<file path="config.mk">
export PLATFORM = sky130hd
export DESIGN_NAME = flush_controller
export DESIGN_NICKNAME = d
export VERILOG_FILES = /design/src/rtl/flush_controller.sv
export SDC_FILE = /design/constraint.sdc
export NUM_CORES = 1
export LEC_CHECK = 0
export BUFFER_PORTS_ARGS = -buffer_cell sky130_fd_sc_hd__buf_4
export CAP_MARGIN = 40
export CORE_ASPECT_RATIO = 2
export CORE_MARGIN = 3
export CORE_UTILIZATION = 35
export DETAILED_ROUTE_END_ITERATION = 8
export HOLD_SLACK_MARGIN = 0.02
export SLEW_MARGIN = 10
export SYNTH_ARGS = -nofsm -noshare
export SYNTH_HDL_FRONTEND = slang
export SYNTH_SLANG_ARGS = --single-unit
</file>
<file path="constraint.sdc">
create_clock -name clock -period 1.4 [get_ports clock]
set_clock_uncertainty 0.05 [all_clocks]
set_input_delay 0.14 -clock clock [delete_from_list [all_inputs] [get_ports clock]]
set_output_delay 0.14 -clock clock [all_outputs]
set_load 0.1 [all_outputs]
</file>
<file path="src/rtl/flush_controller.sv">
// Pipeline flush / fetch-redirect sequencer: flushes on exception or ERET, drains in-flight fetches,
// then offers the redirect PC. Optional FLUSH_CONTROLLER_STATS_EN adds a flush event counter.
module flush_controller #(
    parameter logic [31:0] EXCEPTION_ENTRY = 32'hBFC0_0380,
    parameter int unsigned MAX_OUTSTANDING = 3
) (
    input  logic        clock,
    input  logic        reset,
    input  logic        wb_exception_valid,
    input  logic        wb_eret_flush,
    input  logic [31:0] cp0_epc,
    input  logic        fetch_request_accepted,
    input  logic        fetch_response_valid,
    input  logic        redirect_ready,
    output logic        pipeline_flush,
    output logic        fetch_hold,
    output logic        fetch_full,
    output logic        discard_response,
    output logic        redirect_valid,
    output logic [31:0] redirect_pc,
`ifdef FLUSH_CONTROLLER_STATS_EN
    output logic [31:0] flush_count,
`endif
    output logic        busy
);

    typedef enum logic [1:0] {StIdle, StDrain, StRedirect} state_e;

    localparam logic [2:0] MaxCount = MAX_OUTSTANDING[2:0];

    state_e      state_q, state_d;
    logic [2:0]  count_q, count_d;
    logic [31:0] redirect_pc_q, redirect_pc_d;
    logic        flush_event;

    assign flush_event = wb_exception_valid || wb_eret_flush;

    // Simultaneous request and response cancel; saturate at both ends.
    always_comb begin
        count_d = count_q;
        if (fetch_request_accepted && !fetch_response_valid) begin
            if (count_q != 3'd7) count_d = count_q + 3'd1;
        end else if (!fetch_request_accepted && fetch_response_valid) begin
            if (count_q != 3'd0) count_d = count_q - 3'd1;
        end
    end

    always_comb begin
        state_d        = state_q;
        redirect_pc_d  = redirect_pc_q;
        pipeline_flush = 1'b0;
        unique case (state_q)
            StIdle: begin
                if (flush_event) begin
                    pipeline_flush = 1'b1;
                    state_d        = StDrain;
                    redirect_pc_d  = wb_exception_valid ? EXCEPTION_ENTRY : cp0_epc;
                end
            end
            StDrain: begin
                // Leave in the same cycle the last pending response arrives.
                if (count_q == 3'd0 || (count_q == 3'd1 && fetch_response_valid)) begin
                    state_d = StRedirect;
                end
            end
            StRedirect: begin
                if (redirect_ready) state_d = StIdle;
            end
            default: state_d = StIdle;
        endcase
    end

    always_ff @(posedge clock or posedge reset) begin
        if (reset) begin
            state_q       <= StIdle;
            count_q       <= 3'd0;
            redirect_pc_q <= 32'h0;
        end else begin
            state_q       <= state_d;
            count_q       <= count_d;
            redirect_pc_q <= redirect_pc_d;
        end
    end

    assign fetch_hold       = pipeline_flush || (state_q != StIdle);
    assign fetch_full       = (count_q == MaxCount);
    assign discard_response = (state_q == StDrain) && fetch_response_valid;
    assign redirect_valid   = (state_q == StRedirect);
    assign redirect_pc      = redirect_pc_q;
    assign busy             = (state_q != StIdle);

`ifdef FLUSH_CONTROLLER_STATS_EN
    logic [31:0] flush_count_q, flush_count_d;

    always_comb begin
        flush_count_d = flush_count_q;
        if (pipeline_flush) flush_count_d = flush_count_q + 32'd1;
    end

    always_ff @(posedge clock or posedge reset) begin
        if (reset) begin
            flush_count_q <= 32'h0;
        end else begin
            flush_count_q <= flush_count_d;
        end
    end

    assign flush_count = flush_count_q;
`endif

endmodule

</file>
==> key figures <==
CTS
  • Clock tree buffer depth: 2
  • H-Tree Depth: 2
  • Clock transition at path regs: 0.07 ns
  • Num CTS Buffers: 5
  • CTS root buf: clkbuf_8
  • Skew-Pair Late Insertion Delay: roughly 0.28 ns
  • CTS tree: done
  • # clock sinks: 37

Setup path
  • Startpoint types: register
  • Cell Chain, Critical Path: buf_6 > nor2_4 > clkinvlp_4 > buf_12
  • Largest fanout on the critical path: 3
  • Slowest cell on the critical path: dfrtp_2
  • Data required, critical path: roughly 1.2 ns
  • Max incr delay on CP: 0.43 ns
  • Crit path capture type: output port
  • CP top delay family: buffers and inverters
  • WP data arrival: approximately 1.3 ns
  • CP bufs+invs: 3
  • WS Path Type: register to output port

Placed design
  • Post-Place Worst Slack: -0.0525 ns
  • Port bufs: 76
  • Placed cell count: 299
  • Gpl congestion: 0.715
  • HPWL after detailed placement: just over 3 mm

Timing
  • Rel. slew slack: 68.7%
  • Final worst path period need: around 1.5 ns
  • Setup TNS: -0.298 ns
  • Slew @ Worst Pin: roughly 0.47 ns
  • FMAX: slightly below 0.7 GHz
  • Final Hold Vio Count: 0
  • Final Worst Setup Slack: -0.0620 ns
  • Final setup violation count: 12
  • RSZ-0062 raised after global routing: true
  • Final period util: 104%
  • Pins Over Slew Limit: 0
  • Hold WS: roughly 0.068 ns

Drt
  • WL final: between 4 and 5 mm
  • Average wire per standard cell: between 10 and 15 µm
  • Routed vias/inst: 4.54
  • DRC: 0
  • Vias: 1435
  • Initial drt markers: 20
  • Routed Antenna Nets: 0
  • DR pass1 iterations: 4

Yosys
  • Asr flop ratio synth: 100%
  • Syn nets: about 200
  • Synth Register Bits: 37
  • Synth area leader: dfrtp_1
  • Mean Syn Cell Area: between 10 and 15 µm²
  • Cell with the most instances after synthesis: dfrtp_1
  • Main synth FF type: dfrtp_1
  • Top post-synthesis cells by area: dfrtp_1, mux2_2, nor2b_1
  • Cell variety after synth: 22
  • Yosys warning total: 0
  • Seq/Total Area, Yosys: 51.7%
  • Post-synth EDFFs: 0
  • Share of the synthesized area in the top cell type: about half
  • Post-Syn Area: roughly 1800 µm²
  • Cells after synthesis: 159
  • Leading cell types by count after synthesis: dfrtp_1, nor2b_1, inv_1, mux2_2, nor2_1

Die
  • Die height: about 110 µm
  • Core Footprint: 4910 µm²
  • Io pins: between 70 and 80
  • Row count: 36
  • Die width: approximately 57 µm
  • Die area: roughly 6000 µm²
  • Starting density of the core: 36.5%

Finish
  • P&R area growth vs syn: 66.7%
  • Finished Layout Cells: around 320
  • Fillers: roughly 420
  • Post-layout nets: between 300 and 400
  • N_diodes: 0
  • Share of post-route cells with drive strength above 1: 53.7%

Global routing
  • Vias in the first global route: 1482
  • First-pass GRT wire length: 6.74 mm
  • GRT Total Usage: around 15%
  • Initial antenna violation count: 0
  • Pin count of the biggest net entering global routing: 38
  • GRT overflow: 0

Run status
  • Failing checks: negative setup slack
  • Status: finished, violations left

Hold path
  • Min-Delay Path Class: input port to register

Flow run
  • Max-cap viol count: 0
==> metrics by stage <==
step | util (%) | instance area [µm²]
2_1_floorplan | - | 1820
3_3_place_gp | 51.4 | 2520
3_5_place_dp | 51.4 | 2520
4_1_cts | 57.4 | 2820
5_1_grt | 60.8 | 2990
6_report | 60.8 | 2990
==> what timing repair did <==
item,in CTS,in global routing
resized for setup,35,25
endpoints found under the hold margin,37,0
gates cloned,0,1
endpoints found under the setup margin,18,39
pin swaps,2,5
hold buffers,1,0
buffers inserted,2,5
==> worst paths after layout <==
kind                                       from         endpoint  slack (ns)  depth (start not counted)
min in group asynchronous                 reset  redirect_pc[23]        0.48                          4
worst max register to register       state_q[0]  redirect_pc[15]       -0.02                          4
worst max-delay path                 state_q[0]             busy       -0.06                          4
worst min register to register  redirect_pc[14]  redirect_pc[14]        0.47                          1
worst min-delay path                 cp0_epc[7]   redirect_pc[7]        0.07                          3
max in group asynchronous                 reset       state_q[0]        0.46                          4
==> layer usage <==
| layer | track usage, % | routed length (µm) | vias to the layer above |
|---|---|---|---|
| met1 | 16.3 | 1590 | 678 |
| li1 | - | - | 706 |
| met4 | 5.60 | 63 | 0 |
| met2 | 25.4 | 2520 | 46 |
| met3 | 3.98 | 273 | 5 |
| met5 | 0 | 0 | - |
==> flip-flops by register name, indices dropped and copies added (netlist names) <==
register and count:
redirect_pc 32, state_q 2, count_q 3
==> layout make-up <==
class                      count  area, µm²  share of cell area [%]
multi-input combinational     96        911                    30.5
timing repair buffer          98        880                    29.5
inverter                      20       78.8                    2.64
clock buffer                   7       86.3                    2.89
clock inverter                 1       30.0                    1.01
tap                           57       71.3                    2.39
sequential                    37        928                    31.1
==> worst register-to-register path: stages, from the launching register on <==
cell	delay [ns]
dfrtp_2	0.43
nor3_4	0.22
buf_6	0.16
buf_12	0.14
mux2_4	0.30
==> layout by cell type (no fill, tap or decap), drive strengths merged <==
cell	instances
o21ai	2
a21oi	3
nand2b	3
and2	1
buf	96
nor2b	21
dfrtp	37
o31ai	1
nand2	1
a21o	1
dlygate4sd3	1
nor3	1
ha	7
mux2i	12
inv	19
mux2	20
o22ai	2
nor2	19
xnor2	1
bufinv	1
clkinvlp	1
a32oi	1
clkbuf	8
==> logic make-up after synthesis <==
| logic type | count (synthesis) | share of synthesized area, % |
|---|---|---|
| AO/OA/AOI/OAI | 10 | 3.42 |
| XOR/XNOR | 1 | 0.489 |
| adder cells (fa/ha/maj) | 7 | 4.89 |
| buffers and inverters | 26 | 6.22 |
| flip-flops | 37 | 51.7 |
| multiplexers | 32 | 19.3 |
| AND/OR/NAND/NOR | 46 | 14.0 |
Power is not shown: default switching activity piles up to over one toggle a cycle in this logic, so the estimate is an artifact.
